**src/rtl/systolic_scheduler_v2_pkg.sv**
```systemverilog
// Shared types and sizing helpers for the systolic scheduler.
package systolic_sched_pkg;

  typedef enum logic [1:0] {
    IDLE    = 2'd0,
    LOAD    = 2'd1,
    COMPUTE = 2'd2,
    DONE    = 2'd3
  } sched_state_e;

  // Bits needed for the compute counter at its largest run:
  // (2^vec_w-1 + rows + cols - 2) * step - 1.
  function automatic int cnt_width(int rows, int cols, int step, int vec_w);
    int bound;
    bound = ((1 << vec_w) - 1 + rows + cols - 2) * step - 1;
    return (bound < 1) ? 1 : $clog2(bound + 1);
  endfunction

  // Length of the compute phase for n vectors.
  function automatic int calc_t(int n, int rows, int cols, int step);
    return (n + rows + cols - 2) * step;
  endfunction

endpackage

```
**src/rtl/systolic_scheduler_v2_if.sv**
```systemverilog
// Host/PE-grid handshake bundle of the scheduler.
interface systolic_scheduler_v2_if #(
  parameter int ROWS  = 2,
  parameter int VEC_W = 8
);
  logic             general_enable;
  logic             start;
  logic             abort;
  logic [VEC_W-1:0] num_vec;
  logic [ROWS-1:0]  load_weight;
  logic [ROWS-1:0]  enable_mult;
  logic             vec_req;
  logic             busy;
  logic             done;

  modport master (
    output general_enable, start, abort, num_vec,
    input  load_weight, enable_mult, vec_req, busy, done
  );

  modport slave (
    input  general_enable, start, abort, num_vec,
    output load_weight, enable_mult, vec_req, busy, done
  );
endinterface

```
**src/rtl/systolic_scheduler_v2_row_window_gen.sv**
```systemverilog
// Per-row multiply window: en = (R*STEP <= c < (R+N+COLS-1)*STEP).
// The upper bound is kept inclusive (hi-1) so it always fits in CW bits.
module row_window_gen #(
  parameter int R     = 0,
  parameter int COLS  = 2,
  parameter int STEP  = 4,
  parameter int CW    = 8,
  parameter int VEC_W = 8
) (
  input  logic [CW-1:0]    c,
  input  logic [VEC_W-1:0] n,
  output logic             en
);
  localparam logic [CW-1:0] LO = CW'(R * STEP);

  logic [CW-1:0] last;

  assign last = CW'((R + int'(n) + COLS - 1) * STEP - 1);
  assign en   = (c >= LO) && (c <= last);
endmodule

```
**src/rtl/systolic_scheduler_v2.sv**
```systemverilog
// Weight-load / skewed-wavefront sequencer for the systolic array.
// Next state and next outputs are formed combinationally and registered
// together, so every output reflects the state of the current cycle.
module systolic_scheduler_v2
  import systolic_sched_pkg::*;
#(
  parameter int ROWS  = 2,
  parameter int COLS  = 2,
  parameter int STEP  = 4,
  parameter int VEC_W = 8
) (
  input  logic                   clk,
  input  logic                   reset_n,
  systolic_scheduler_v2_if.slave bus
);
  localparam int CW = cnt_width(ROWS, COLS, STEP, VEC_W);
  localparam int PW = (STEP > 1) ? $clog2(STEP) : 1;

  localparam logic [1:0] ST_IDLE    = IDLE;
  localparam logic [1:0] ST_LOAD    = LOAD;
  localparam logic [1:0] ST_COMPUTE = COMPUTE;
  localparam logic [1:0] ST_DONE    = DONE;

  localparam logic [CW-1:0] ROWS_M1 = CW'(ROWS - 1);
  localparam logic [PW-1:0] STEP_M1 = PW'(STEP - 1);

  logic [1:0]       state, state_nx;
  logic [CW-1:0]    cnt, cnt_nx;     // load row index or compute counter c
  logic [PW-1:0]    ph, ph_nx;       // position of c within the current step
  logic [VEC_W-1:0] nv, nv_nx;       // latched num_vec
  logic [CW-1:0]    t_last, vr_last;

  logic [ROWS-1:0]  lw_nx, em_nx, em_win;
  logic             vr_nx;

  logic [ROWS-1:0]  lw_q, em_q;
  logic             vr_q, busy_q, done_q;

  assign t_last  = CW'(calc_t(int'(nv), ROWS, COLS, STEP) - 1);
  assign vr_last = CW'(int'(nv_nx) * STEP - 1);

  // FSM / counter advance; abort wins over everything, stall holds all state
  always_comb begin
    state_nx = state;
    cnt_nx   = cnt;
    ph_nx    = ph;
    nv_nx    = nv;
    if (bus.abort) begin
      state_nx = ST_IDLE;
      cnt_nx   = '0;
      ph_nx    = '0;
      nv_nx    = '0;
    end else if (bus.general_enable) begin
      case (state)
        ST_IDLE: if (bus.start) begin
          state_nx = ST_LOAD;
          cnt_nx   = '0;
          ph_nx    = '0;
          nv_nx    = bus.num_vec;
        end
        ST_LOAD: if (cnt == ROWS_M1) begin
          state_nx = (nv != '0) ? ST_COMPUTE : ST_DONE;
          cnt_nx   = '0;
          ph_nx    = '0;
        end else begin
          cnt_nx = cnt + CW'(1);
        end
        ST_COMPUTE: if (cnt == t_last) begin
          state_nx = ST_DONE;
          cnt_nx   = '0;
          ph_nx    = '0;
        end else begin
          cnt_nx = cnt + CW'(1);
          ph_nx  = (ph == STEP_M1) ? '0 : ph + PW'(1);
        end
        default: begin
          state_nx = ST_IDLE;
          cnt_nx   = '0;
          ph_nx    = '0;
        end
      endcase
    end
  end

  // Per-row strobes for the upcoming cycle
  for (genvar r = 0; r < ROWS; r++) begin : g_row
    row_window_gen #(
      .R(r), .COLS(COLS), .STEP(STEP), .CW(CW), .VEC_W(VEC_W)
    ) u_win (
      .c  (cnt_nx),
      .n  (nv_nx),
      .en (em_win[r])
    );
    assign lw_nx[r] = (state_nx == ST_LOAD) && (cnt_nx == CW'(r));
    assign em_nx[r] = (state_nx == ST_COMPUTE) && em_win[r];
  end

  assign vr_nx = (state_nx == ST_COMPUTE) && (ph_nx == '0) && (cnt_nx <= vr_last);

  // State and counters
  always_ff @(posedge clk or negedge reset_n) begin
    if (!reset_n) begin
      state <= ST_IDLE;
      cnt   <= '0;
      ph    <= '0;
      nv    <= '0;
    end else begin
      state <= state_nx;
      cnt   <= cnt_nx;
      ph    <= ph_nx;
      nv    <= nv_nx;
    end
  end

  // Registered outputs; strobes are forced low while stalled or aborting.
  // busy tracks the held state, so it naturally holds through a stall.
  always_ff @(posedge clk or negedge reset_n) begin
    if (!reset_n) begin
      lw_q   <= '0;
      em_q   <= '0;
      vr_q   <= 1'b0;
      done_q <= 1'b0;
      busy_q <= 1'b0;
    end else begin
      busy_q <= (state_nx != ST_IDLE);
      if (bus.abort || !bus.general_enable) begin
        lw_q   <= '0;
        em_q   <= '0;
        vr_q   <= 1'b0;
        done_q <= 1'b0;
      end else begin
        lw_q   <= lw_nx;
        em_q   <= em_nx;
        vr_q   <= vr_nx;
        done_q <= (state_nx == ST_DONE);
      end
    end
  end

  assign bus.load_weight = lw_q;
  assign bus.enable_mult = em_q;
  assign bus.vec_req     = vr_q;
  assign bus.busy        = busy_q;
  assign bus.done        = done_q;
endmodule

```
**src/flat_wrapper.sv**
```systemverilog
// flat-port wrapper written by rule: the top's interface ports become plain ports
module systolic_scheduler_v2_flat import systolic_sched_pkg::*;
#(
  parameter int ROWS  = 2,
  parameter int COLS  = 2,
  parameter int STEP  = 4,
  parameter int VEC_W = 8
)
  (clk, reset_n, bus_general_enable, bus_start, bus_abort, bus_num_vec, bus_load_weight, bus_enable_mult, bus_vec_req, bus_busy, bus_done);
  systolic_scheduler_v2_if #(.ROWS(ROWS), .VEC_W(VEC_W)) bus_i ();
  input  logic clk;
  input  logic reset_n;
  input wire logic [$bits(bus_i.general_enable)-1:0] bus_general_enable;
  input wire logic [$bits(bus_i.start)-1:0] bus_start;
  input wire logic [$bits(bus_i.abort)-1:0] bus_abort;
  input wire logic [$bits(bus_i.num_vec)-1:0] bus_num_vec;
  output wire logic [$bits(bus_i.load_weight)-1:0] bus_load_weight;
  output wire logic [$bits(bus_i.enable_mult)-1:0] bus_enable_mult;
  output wire logic [$bits(bus_i.vec_req)-1:0] bus_vec_req;
  output wire logic [$bits(bus_i.busy)-1:0] bus_busy;
  output wire logic [$bits(bus_i.done)-1:0] bus_done;
  assign bus_i.general_enable = bus_general_enable;
  assign bus_i.start = bus_start;
  assign bus_i.abort = bus_abort;
  assign bus_i.num_vec = bus_num_vec;
  assign bus_load_weight = bus_i.load_weight;
  assign bus_enable_mult = bus_i.enable_mult;
  assign bus_vec_req = bus_i.vec_req;
  assign bus_busy = bus_i.busy;
  assign bus_done = bus_i.done;
  systolic_scheduler_v2 #(.ROWS(ROWS), .COLS(COLS), .STEP(STEP), .VEC_W(VEC_W)) u_core (.clk(clk), .reset_n(reset_n), .bus(bus_i));
endmodule
```
**config.mk**
```make
export PLATFORM = sky130hd
export DESIGN_NAME = systolic_scheduler_v2_flat
export DESIGN_NICKNAME = d
export VERILOG_FILES = /design/src/rtl/systolic_scheduler_v2_pkg.sv /design/src/rtl/systolic_scheduler_v2_if.sv /design/src/rtl/systolic_scheduler_v2_row_window_gen.sv /design/src/rtl/systolic_scheduler_v2.sv /design/src/flat_wrapper.sv
export SDC_FILE = /design/constraint.sdc
export NUM_CORES = 1
export LEC_CHECK = 0
export CORE_MARGIN = 4
export CORE_UTILIZATION = 60
export DETAILED_ROUTE_END_ITERATION = 10
export PLACE_DENSITY = 0.8
export SLEW_MARGIN = 25
export SYNTH_ARGS = -nofsm -noshare
export SYNTH_HDL_FRONTEND = slang
export SYNTH_SLANG_ARGS = --single-unit
```
**constraint.sdc**
```tcl
create_clock -name clk -period 8.5 [get_ports clk]
set_input_delay 0.85 -clock clk [delete_from_list [all_inputs] [get_ports clk]]
set_output_delay 0.85 -clock clk [all_outputs]
set_load 0.005 [all_outputs]
```
After elaboration in Yosys (flattened, before gate mapping)
Cells that the tools add are included.
{ "op_classes": {"n_bitwise": 0, "add_sub_neg": 14, "magnitude_cmp": 5, "n_eq_ne": 9, "mul": 0, "reduce_logical": 15, "muxes": 28, "shifts": 0, "div_mod_pow": 0} }
{ "ops": {"columns": ["cell", "n"], "rows": [
  ["2-to-1 mux 11 bit", 5],
  ["<= comparator 11 bit", 3],
  ["case mux 11 bit (3 select lines)", 1],
  ["subtractor 11 x 2 -> 11 bit, second input constant", 3],
  ["2-to-1 mux 8 bit", 4],
  ["2-to-1 mux 2 bit", 13],
  ["equality test 11 x 1 -> 1 bit, second input constant", 2],
  ["adder 8 x 2 -> 9 bit, second input constant", 2],
  ["subtractor 9 x 1 -> 9 bit, second input constant", 2],
  ["case mux 2 bit (3 select lines)", 2],
  ["adder 11 x 1 -> 11 bit, second input constant", 1],
  ["equality test 11 bit", 1],
  [">= comparator 11 x 1 -> 1 bit, second input constant", 1],
  [">= comparator 11 x 3 -> 1 bit, second input constant", 1],
  ["logical NOT 11 bit", 1],
  ["subtractor 10 x 1 -> 11 bit, second input constant", 1],
  ["adder 1 x 8 -> 9 bit, first input constant", 1],
  ["adder 9 x 2 -> 9 bit, second input constant", 1],
  ["adder 9 x 3 -> 9 bit, second input constant", 1],
  ["subtractor 9 x 3 -> 9 bit, second input constant", 1],
  ["equality test 2 bit, second input constant", 4],
  ["logical AND 1 bit", 8],
  ["nonzero test 8 bit", 1],
  ["equality test 2 x 1 -> 1 bit, second input constant", 2],
  ["6 further kinds", 9]
]} }
{ "word_totals": {"mem_bits_ro": 0, "n_memories": 0, "latch_bits": 0, "out_inout_bits": 7, "wordCells": 80, "input_bits": 13, "ff_bits": 30, "mem_bits_rw": 0} }

Longest topological paths before layout
{ "depth": {"ltp_word": 13, "ltp_mapped": 22, "ltp_nobuf": 21} }

Cells and area by module
Synthesis repeated with hierarchy kept, for this count alone.
{ "hier_totals": {"hier_cells": 469, "hier_area_um2": 3807.4} }
{ "by_module_without_submodules": {"columns": ["module", "area_per_inst_um2", "seq_area_each_um2", "cells_per_inst", "n_inst"], "rows": [
  ["systolic_scheduler_v2", 2846.5, 750.7, 343, 1],
  ["row_window_gen at u_core.g_row[1].u_win", 481.7, 0.0, 63, 1],
  ["row_window_gen at u_core.g_row[0].u_win", 479.2, 0.0, 63, 1]
]} }

Least setup slack after synthesis
OpenSTA, ideal clock, no wires.
{ "synth_path": {"path_type": "reg2reg", "start": "register u_core.nv[1]", "end": "register u_core.vr_q (netlist: u_core.bus.vec_req)", "path_buffers": 1, "setup_ns": 0.101, "stages_incl_launch_ff": 22, "setup_slack_ns": 4.052, "t_arrival_ns": 4.347, "t_required_ns": 8.399, "synth_period_minus_slack_ns": 4.448, "cell_sequence": "dfrtp_1 -> ha_1 -> nand2b_1 -> nor3_1 -> nor3_1 -> nor4b_2 -> o2111ai_2 -> o31ai_1 -> buf_4 -> nand2_1 -> a22oi_1 -> nor2_1 -> ha_1 -> a21o_1 -> a21o_1 -> a21o_1 -> a21o_1 -> a21o_1 -> a21o_1 -> a221oi_1 -> a41oi_1 -> nor4_1"} }
{ "synth_via": {"word_cells_on_any_way": 31, "cone_classes": "add/sub: 5; order compare: 1; eq/ne: 2; mux: 19; reduce/logical: 4"} }
{ "synth_lines": {"columns": ["element", "line", "source"], "rows": [
  ["start: declaration", "systolic_scheduler_v2.sv:30", "logic [VEC_W-1:0] nv, nv_nx;"],
  ["start signal: assignment", "systolic_scheduler_v2.sv:111", "nv <= nv_nx;"],
  ["adder 8 x 2 -> 9 bit", "systolic_scheduler_v2_pkg.sv:21", "return (n + rows + cols - 2) * step;"],
  ["adder 9 x 3 -> 9 bit", "systolic_scheduler_v2_pkg.sv:21", null],
  ["subtractor 9 x 3 -> 9 bit", "systolic_scheduler_v2_pkg.sv:21", null],
  ["subtractor 11 x 2 -> 11 bit", "systolic_scheduler_v2.sv:39", "assign t_last = CW'(calc_t(int'(nv), ROWS, COLS, STEP) - 1);"],
  ["equality test 11 bit", "systolic_scheduler_v2.sv:68", "ST_COMPUTE: if (cnt == t_last) begin"],
  ["2-to-1 mux 11 bit", "systolic_scheduler_v2.sv:68", null],
  ["case mux 11 bit (3 select lines)", "systolic_scheduler_v2.sv:54", "case (state)"],
  ["2-to-1 mux 11 bit", "systolic_scheduler_v2.sv:53", "end else if (bus.general_enable) begin"],
  ["2-to-1 mux 11 bit", "systolic_scheduler_v2.sv:48", "if (bus.abort) begin"],
  ["net u_core.cnt_nx[4]", "systolic_scheduler_v2.sv:28", "logic [CW-1:0] cnt, cnt_nx;"],
  ["<= comparator 11 bit", "systolic_scheduler_v2.sv:98", "assign vr_nx = (state_nx == ST_COMPUTE) && (ph_nx == '0) && (cnt_nx <= vr_last);"],
  ["logical AND 1 bit", "systolic_scheduler_v2.sv:98", null],
  ["2-to-1 mux 1 bit", "systolic_scheduler_v2.sv:126", "if (bus.abort || !bus.general_enable) begin"],
  ["end signal: assignment", "systolic_scheduler_v2.sv:134", "vr_q <= vr_nx;"],
  ["end: declaration", "systolic_scheduler_v2.sv:37", "logic vr_q, busy_q, done_q;"]
]} }
The timed path passes the listed nets, and every way through them passes these cells.

Final worst setup path
{ "layout_path": {"start": "input bus_general_enable", "end": "register u_core.em_q[1] (netlist: u_core.bus.enable_mult[1])"} }
{ "layout_via": {"elab_chain_len": 10, "word_cells_on_any_way": 18, "cone_classes": "add/sub: 4; order compare: 2; eq/ne: 1; mux: 7; reduce/logical: 4"} }
{ "layout_lines": {"columns": ["element", "line", "source"], "rows": [
  ["start: declaration", "flat_wrapper.sv:13", "input wire logic [$bits(bus_i.general_enable)-1:0] bus_general_enable;"],
  ["2-to-1 mux 8 bit", "systolic_scheduler_v2.sv:53", null],
  ["2-to-1 mux 8 bit", "systolic_scheduler_v2.sv:48", null],
  ["adder 1 x 8 -> 9 bit", "systolic_scheduler_v2_row_window_gen.sv:18", "assign last = CW'((R + int'(n) + COLS - 1) * STEP - 1);"],
  ["adder 9 x 2 -> 9 bit", "systolic_scheduler_v2_row_window_gen.sv:18", null],
  ["subtractor 9 x 1 -> 9 bit", "systolic_scheduler_v2_row_window_gen.sv:18", null],
  ["subtractor 11 x 2 -> 11 bit", "systolic_scheduler_v2_row_window_gen.sv:18", null],
  ["<= comparator 11 bit", "systolic_scheduler_v2_row_window_gen.sv:19", "assign en = (c >= LO) && (c <= last);"],
  ["logical AND 1 bit", "systolic_scheduler_v2_row_window_gen.sv:19", null],
  ["logical AND 1 bit", "systolic_scheduler_v2.sv:95", "assign em_nx[r] = (state_nx == ST_COMPUTE) && em_win[r];"],
  ["2-to-1 mux 2 bit *", "systolic_scheduler_v2.sv:126", null],
  ["end signal: assignment", "systolic_scheduler_v2.sv:133", "em_q <= em_nx;"],
  ["end: declaration", "systolic_scheduler_v2.sv:36", "logic [ROWS-1:0] lw_q, em_q;"]
]} }
Mark *: on every way between the ends. The rest lies on a longest branch, timed or not.

==> flow_metrics.tcl <==
set metrics [dict create \
    overflow 0 \
    postCtsHoldBufs 0 \
    drive_gt1_share_pct 8.78 \
    postPlaceCellArea_um2 3910 \
    yosysWarnings 0 \
    initial_core_util_pct 62.7 \
    internal-power_uw 251 \
    coreArea_um2 6030 \
    diodes 0 \
    cp.required_ps 8710 \
    synth.distinct_cells 71 \
    dr_total_vias 3584 \
    r2r-end "u_core.bus.vec_req" \
    placementRows 28 \
    portBuffers 19 \
    wl_met1_mm 4.30 \
    p_seq_share_pct 39.9 \
    seq_area_frac_synth_pct 19.9 \
    hold_viol_final 0 \
    grt_pass1_vias 3477 \
    layout_min_cycle_time_ps 5630 \
    switching_share_pct 35.6 \
    cts_sinks 30 \
    reg2regPathDepth 18 \
    synth_cells 464 \
    syn_area_um2 3780 \
    fin_crit_sh_pct 66.2 \
    combPwrFrac_pct 30.2 \
    nFillCells 504 \
    hold_ws_ps 591 \
    cts.clk_slew.worst_paths_ps 70 \
    highest_layer "met4" \
    via_per_inst 6.61 \
    avgRoutedWirePerCell_um 18.9 \
    finalNetCount 519 \
    clock_skew_ps 8.74 \
    grt_usage_pct 28.2 \
    fin_util_pct 66.4 \
    worstSetupPathType "input pin to register" \
    drc 0 \
    powerDensity_nw_per_um2 97.3 \
    route.antenna.remaining_nets 0 \
    endpoint_kind "register" \
    ir_drop_mv 0.0782 \
    drt_iter0_drc 347 \
    cts_buffers 5 \
    drv_slew 0 \
    clock-root-buffer "clkbuf_8" \
    die_y_um 87.3 \
    met2_length_mm 4.78 \
    setup_violations 0 \
    path_max_fanout 21 \
    setup.worst_path.end "u_core.bus.enable_mult[1]" \
    design_area_um2 4000 \
    synth_fp_nets 517 \
    antenna_found_initial 0 \
    hold_path.class "register to register" \
    rsz0062_at_grt "no" \
    status "finished clean" \
    fmax_mhz 178 \
    crit_arrival_ps 5830 \
    switching_power_uw 138 \
    p_leak_uw 0.00175 \
    ys_seq_elements 30 \
    die_w_um 87.3 \
    fin_tns_setup_ps 0 \
    post-dp-hpwl_mm 7.79 \
    postCtsResizedCells 0 \
    grt_max_degree 35 \
    clockBufferDepth 2 \
    cts_tree "done" \
    area_growth_pct 5.86 \
    layout_commonest_cell "nor2_1" \
    slew_headroom_pct 34.0 \
    total_power_uw 389 \
    start_kind "input pin" \
    postSynth.asyncResetShare_pct 100 \
    final_cell_mix "47 x nor2_1, 40 x ha_1, 31 x nand2_1, 30 x dfrtp_1, 29 x a21oi_1" \
    io_pins 20 \
    cts_setup_buffers 0 \
    clk_latency_ps 290 \
    synth-edff-count 0 \
    p_clk_share_pct 29.9 \
    htreeDepth 2 \
    syn_area_per_cell_um2 8.14 \
    routed_wl_mm 10.2 \
    tightest_slew_ps 987 \
    first_pass_iters 5 \
    wl_met3_um 781 \
    reg2reg_from "u_core.nv[2]" \
    startpoint "bus_general_enable" \
    grt_pass1_wl_mm 16.9 \
    max-cap-violations 0 \
    synth_flop_cell "dfrtp_1" \
    regToRegSetupSlack_ps 3280 \
    dieArea_um2 7630 \
    gp_congestion 1.02 \
]
## cells in the mapped netlist (all sizes together), types with 5 or more instances
cell type / number / share of area, %
nor2: 50 / 5.1
ha: 40 / 13
nand2: 32 / 3.4
dfrtp: 30 / 20
a21oi: 29 / 3.8
xnor2: 27 / 6.8
buf: 21 / 4.4
nor3: 20 / 2.6
o21ai: 20 / 2.7
a21o: 18 / 3.6
inv: 18 / 1.8
nand4: 18 / 3.1
nand3: 16 / 2.1
xor2: 10 / 2.3
clkbuf: 9 / 0.93
mux2i: 7 / 1.9
or2: 7 / 1.2
and2: 6 / 1.1
a221oi: 5 / 1.2
nor2b: 5 / 0.83
o21a: 5 / 0.99
o22ai: 5 / 0.83
or3: 5 / 0.96
## metrics by stage
step / worst slack, ps / instances
2_1_floorplan: 4050 / 464
3_3_place_gp: 2860 / 534
3_5_place_dp: 2660 / 534
4_1_cts: 2970 / 542
5_1_grt: 2570 / 542
6_report: 2870 / 542
## cells by family after synthesis
| kind of cell | synth area share, % |
|---|---|
| simple gates | 25.0 |
| compound gates | 22.0 |
| buf+inv | 7.19 |
| fa+ha+maj | 13.2 |
| xor+xnor | 10.3 |
| flops | 19.9 |
| mux | 2.45 |
## metal layers
layer	global-route usage [%]	vias up
met1	37.6	1661
met3	4.64	37
li1	-	1701
met2	44.6	185
met4	13.0	0
met5	0	-
## how the worst min path moves through the flow
stage                       from            to  slack (ps)  cells past startpoint
floorplan           u_core.ph[1]  u_core.ph[1]         540                      2
global placement    u_core.ph[1]  u_core.ph[1]         560                      2
detailed placement  u_core.ph[1]  u_core.ph[1]         580                      2
CTS                 u_core.ph[1]  u_core.ph[1]         590                      2
global route        u_core.ph[1]  u_core.ph[1]         640                      2
finish              u_core.ph[1]  u_core.ph[1]         590                      2
## power groups by stage
stage | sequential (µW) | clock (µW) | combinational, µW
after floorplan | 153 | 0 | 85.8
after global placement | 157 | 0 | 112
after detailed placement | 158 | 0 | 115
after CTS | 155 | 119 | 116
after global routing | 156 | 126 | 130
final | 155 | 116 | 117
## worst max-delay path, stage by stage
cell and delay (ps):
clkdlybuf4s50_1 930, and4bb_1 600, a21oi_1 130, nor2_1 610
inv_1 190, ha_1 260, nor2b_1 170, nand3_1 90
o21ai_0 90, a21oi_1 210, xor2_1 90, ha_1 340
a21o_1 160, a21o_1 170, a21o_1 170, a21o_1 170
a221oi_1 350, a41oi_1 70, nor3_1 160
## cell type report
class,instances,area [µm²],share of cell area (%)
sequential,30,751,18.8
tap,75,93.8,2.35
timing repair buffer,25,235,5.88
inverter,19,71.3,1.78
clock buffer,5,68.8,1.72
clock inverter,3,21.3,0.532
multi-input combinational,385,2760,69.0
## state kept, by name, summed over array words and instances, names as in the netlist, 2 cells and up
register and flops:
u_core.bus.enable_mult 2, u_core.bus.load_weight 2, u_core.ph 2, u_core.cnt 11, u_core.nv 8, u_core.state 2
Power figures use the tool's default switching activity.
==> RTL edit: new RTL, same settings <==
`COLS` is set to 2 in 3 places; all go to 1.
--- a/src/rtl/systolic_scheduler_v2_row_window_gen.sv
+++ b/src/rtl/systolic_scheduler_v2_row_window_gen.sv
@@ -2,7 +2,7 @@
 // The upper bound is kept inclusive (hi-1) so it always fits in CW bits.
 module row_window_gen #(
   parameter int R     = 0,
-  parameter int COLS  = 2,
+  parameter int COLS  = 1,
   parameter int STEP  = 4,
   parameter int CW    = 8,
   parameter int VEC_W = 8
--- a/src/rtl/systolic_scheduler_v2.sv
+++ b/src/rtl/systolic_scheduler_v2.sv
@@ -5,7 +5,7 @@
   import systolic_sched_pkg::*;
 #(
   parameter int ROWS  = 2,
-  parameter int COLS  = 2,
+  parameter int COLS  = 1,
   parameter int STEP  = 4,
   parameter int VEC_W = 8
 ) (
--- a/src/flat_wrapper.sv
+++ b/src/flat_wrapper.sv
@@ -2,7 +2,7 @@
 module systolic_scheduler_v2_flat import systolic_sched_pkg::*;
 #(
   parameter int ROWS  = 2,
-  parameter int COLS  = 2,
+  parameter int COLS  = 1,
   parameter int STEP  = 4,
   parameter int VEC_W = 8
 )
Function: changed (Yosys sat finds a counterexample within 10 cycles, from zero or initial values and one cycle with reset_n low).
==> RTL edit against the original RTL <==
Sequential power fell by 3%; worst setup slack improved by 0.50 ns; routed wire length fell by 17%; critical path depth fell by 2; cell area fell by 9.8%; area after synthesis fell by 12%; total power fell by 4.7%; final cell count fell by 8.5%; non-clock buffer count fell by 4; sequential cell count fell by 1; critical path type unchanged; highest routed layer unchanged.
==> RTL edit: results (changes against the original RTL) <==
stage;metric;value;unit;change
routing;Iter 0 DRT Violations;305;;was 347
power_and_ir_drop;Pleak;1.61;nW;was 1.75 nW
place;GPL Wtd Cong;0.990;;was 1.02
synth;multiplexer share of the synthesized area;0.0218;;was 0.0245
critical_path;crit-path max FO;20;;was 21
synth;Area contributors post-synth;dfrtp_1 (22%), ha_1 (11%), xnor2_1 (7.1%), nand2_1 (5.6%), a21oi_1 (4.4%);;was dfrtp_1 (20%), ha_1 (13%), xnor2_1 (6.0%), nor2_1 (4.8%), a21oi_1 (3.8%)
power_and_ir_drop;total power;0.000371;W;was 0.000389 W
grt;largest net degree at the start of global routing;30;;was 35
synth;library cells used by synthesis;66;;was 71
synth;Commonest cells post-synth;nand2_1 (50), nor2_1 (34), ha_1 (30);;was nor2_1 (48), ha_1 (40), nand2_1 (31)
layout;number of fill cells;450;;was 504
synth;post-synthesis compound-gate area fraction;0.211;;was 0.220
place;Placed Instance Area;0.00352;mm2;was 0.00391 mm2
grt;met3 track utilization from global routing;0.0380;;was 0.0464
place;DP Worst Slack;3.16;ns;was 2.66 ns
place;Post-DP HPWL;6420;um;was 7790 um
critical_path;Arr. time, crit path;5.33;ns;was 5.83 ns
power_and_ir_drop;seq pwr;0.000150;W;was 0.000155 W
synth;XOR/XNOR Fraction of Synth Area;0.107;;was 0.103
grt;overall routing resource usage;0.270;;was 0.282
synth;Post-Synth Adder-Cell Area;0.113;;was 0.132
layout;share of layout cells above drive strength 1;0.0775;;was 0.0878
outcome;status;finished clean;;unchanged
sta;Worst Skew;0.00486;ns;was 0.00874 ns
grt;routing usage on met1;0.374;;was 0.376
## RTL edit: cell types whose count changed in the layout (fill, tap and decap cells not counted), sizes merged, moves of 6 or more
cell,change
nor2,-15
o21ai,-8
ha,-10
nand4,-12
and3,+11
a21oi,+6
nand2,+20
a21o,-11
a31oi,+7
## RTL edit: worst paths after layout
path | end | slack [ns] | depth (start not counted)
max | u_core.bus.enable_mult[0] | 3.37 | 17
min | u_core.ph[1] | 0.54 | 1
max reg2reg | u_core.bus.vec_req | 3.59 | 20
min reg2reg | u_core.ph[1] | 0.54 | 1
max in group asynchronous | u_core.bus.enable_mult[1] | 7.27 | 2
min in group asynchronous | u_core.nv[3] | 0.95 | 2
## RTL edit: cell families after synthesis
group	after synthesis
fa+ha+maj	30
buf+inv	36
mux	7
xor+xnor	40
flops	29
simple gates	180
compound gates	97
## RTL edit: final cells by class
class	count	share of cell area
inverters	14	0.0146
well taps	70	0.0243
clock buffers	6	0.0201
flip-flops and latches	29	0.201
clock inverters	2	0.00277
multi-input cells	354	0.680
repair buffers	21	0.0569
## RTL edit: metal layers
metal  share of wire  vias to the layer above
met2            0.48                      123
li1                -                     1525
met4           0.011                        0
met3           0.058                       10
met5               0                        -
met1            0.45                     1505
## RTL edit: critical path, cell delays in order
cell	delay [ns]
clkdlybuf4s50_1	0.93
and4bb_1	0.52
nand2_1	0.12
a21oi_2	0.31
inv_1	0.15
ha_1	0.39
nor2b_1	0.27
o221ai_4	0.18
nor4_1	0.29
a31oi_1	0.09
xor2_1	0.20
xor2_1	0.20
ha_1	0.30
nand2_1	0.06
nor4_1	0.27
nand2_1	0.07
a21oi_1	0.14
## RTL edit: through the flow
stage / instances / util
after floorplan: 419 / -
after global placement: 488 / 0.673
after detailed placement: 488 / 0.673
after CTS: 496 / 0.689
after global routing: 496 / 0.689
final: 496 / 0.689
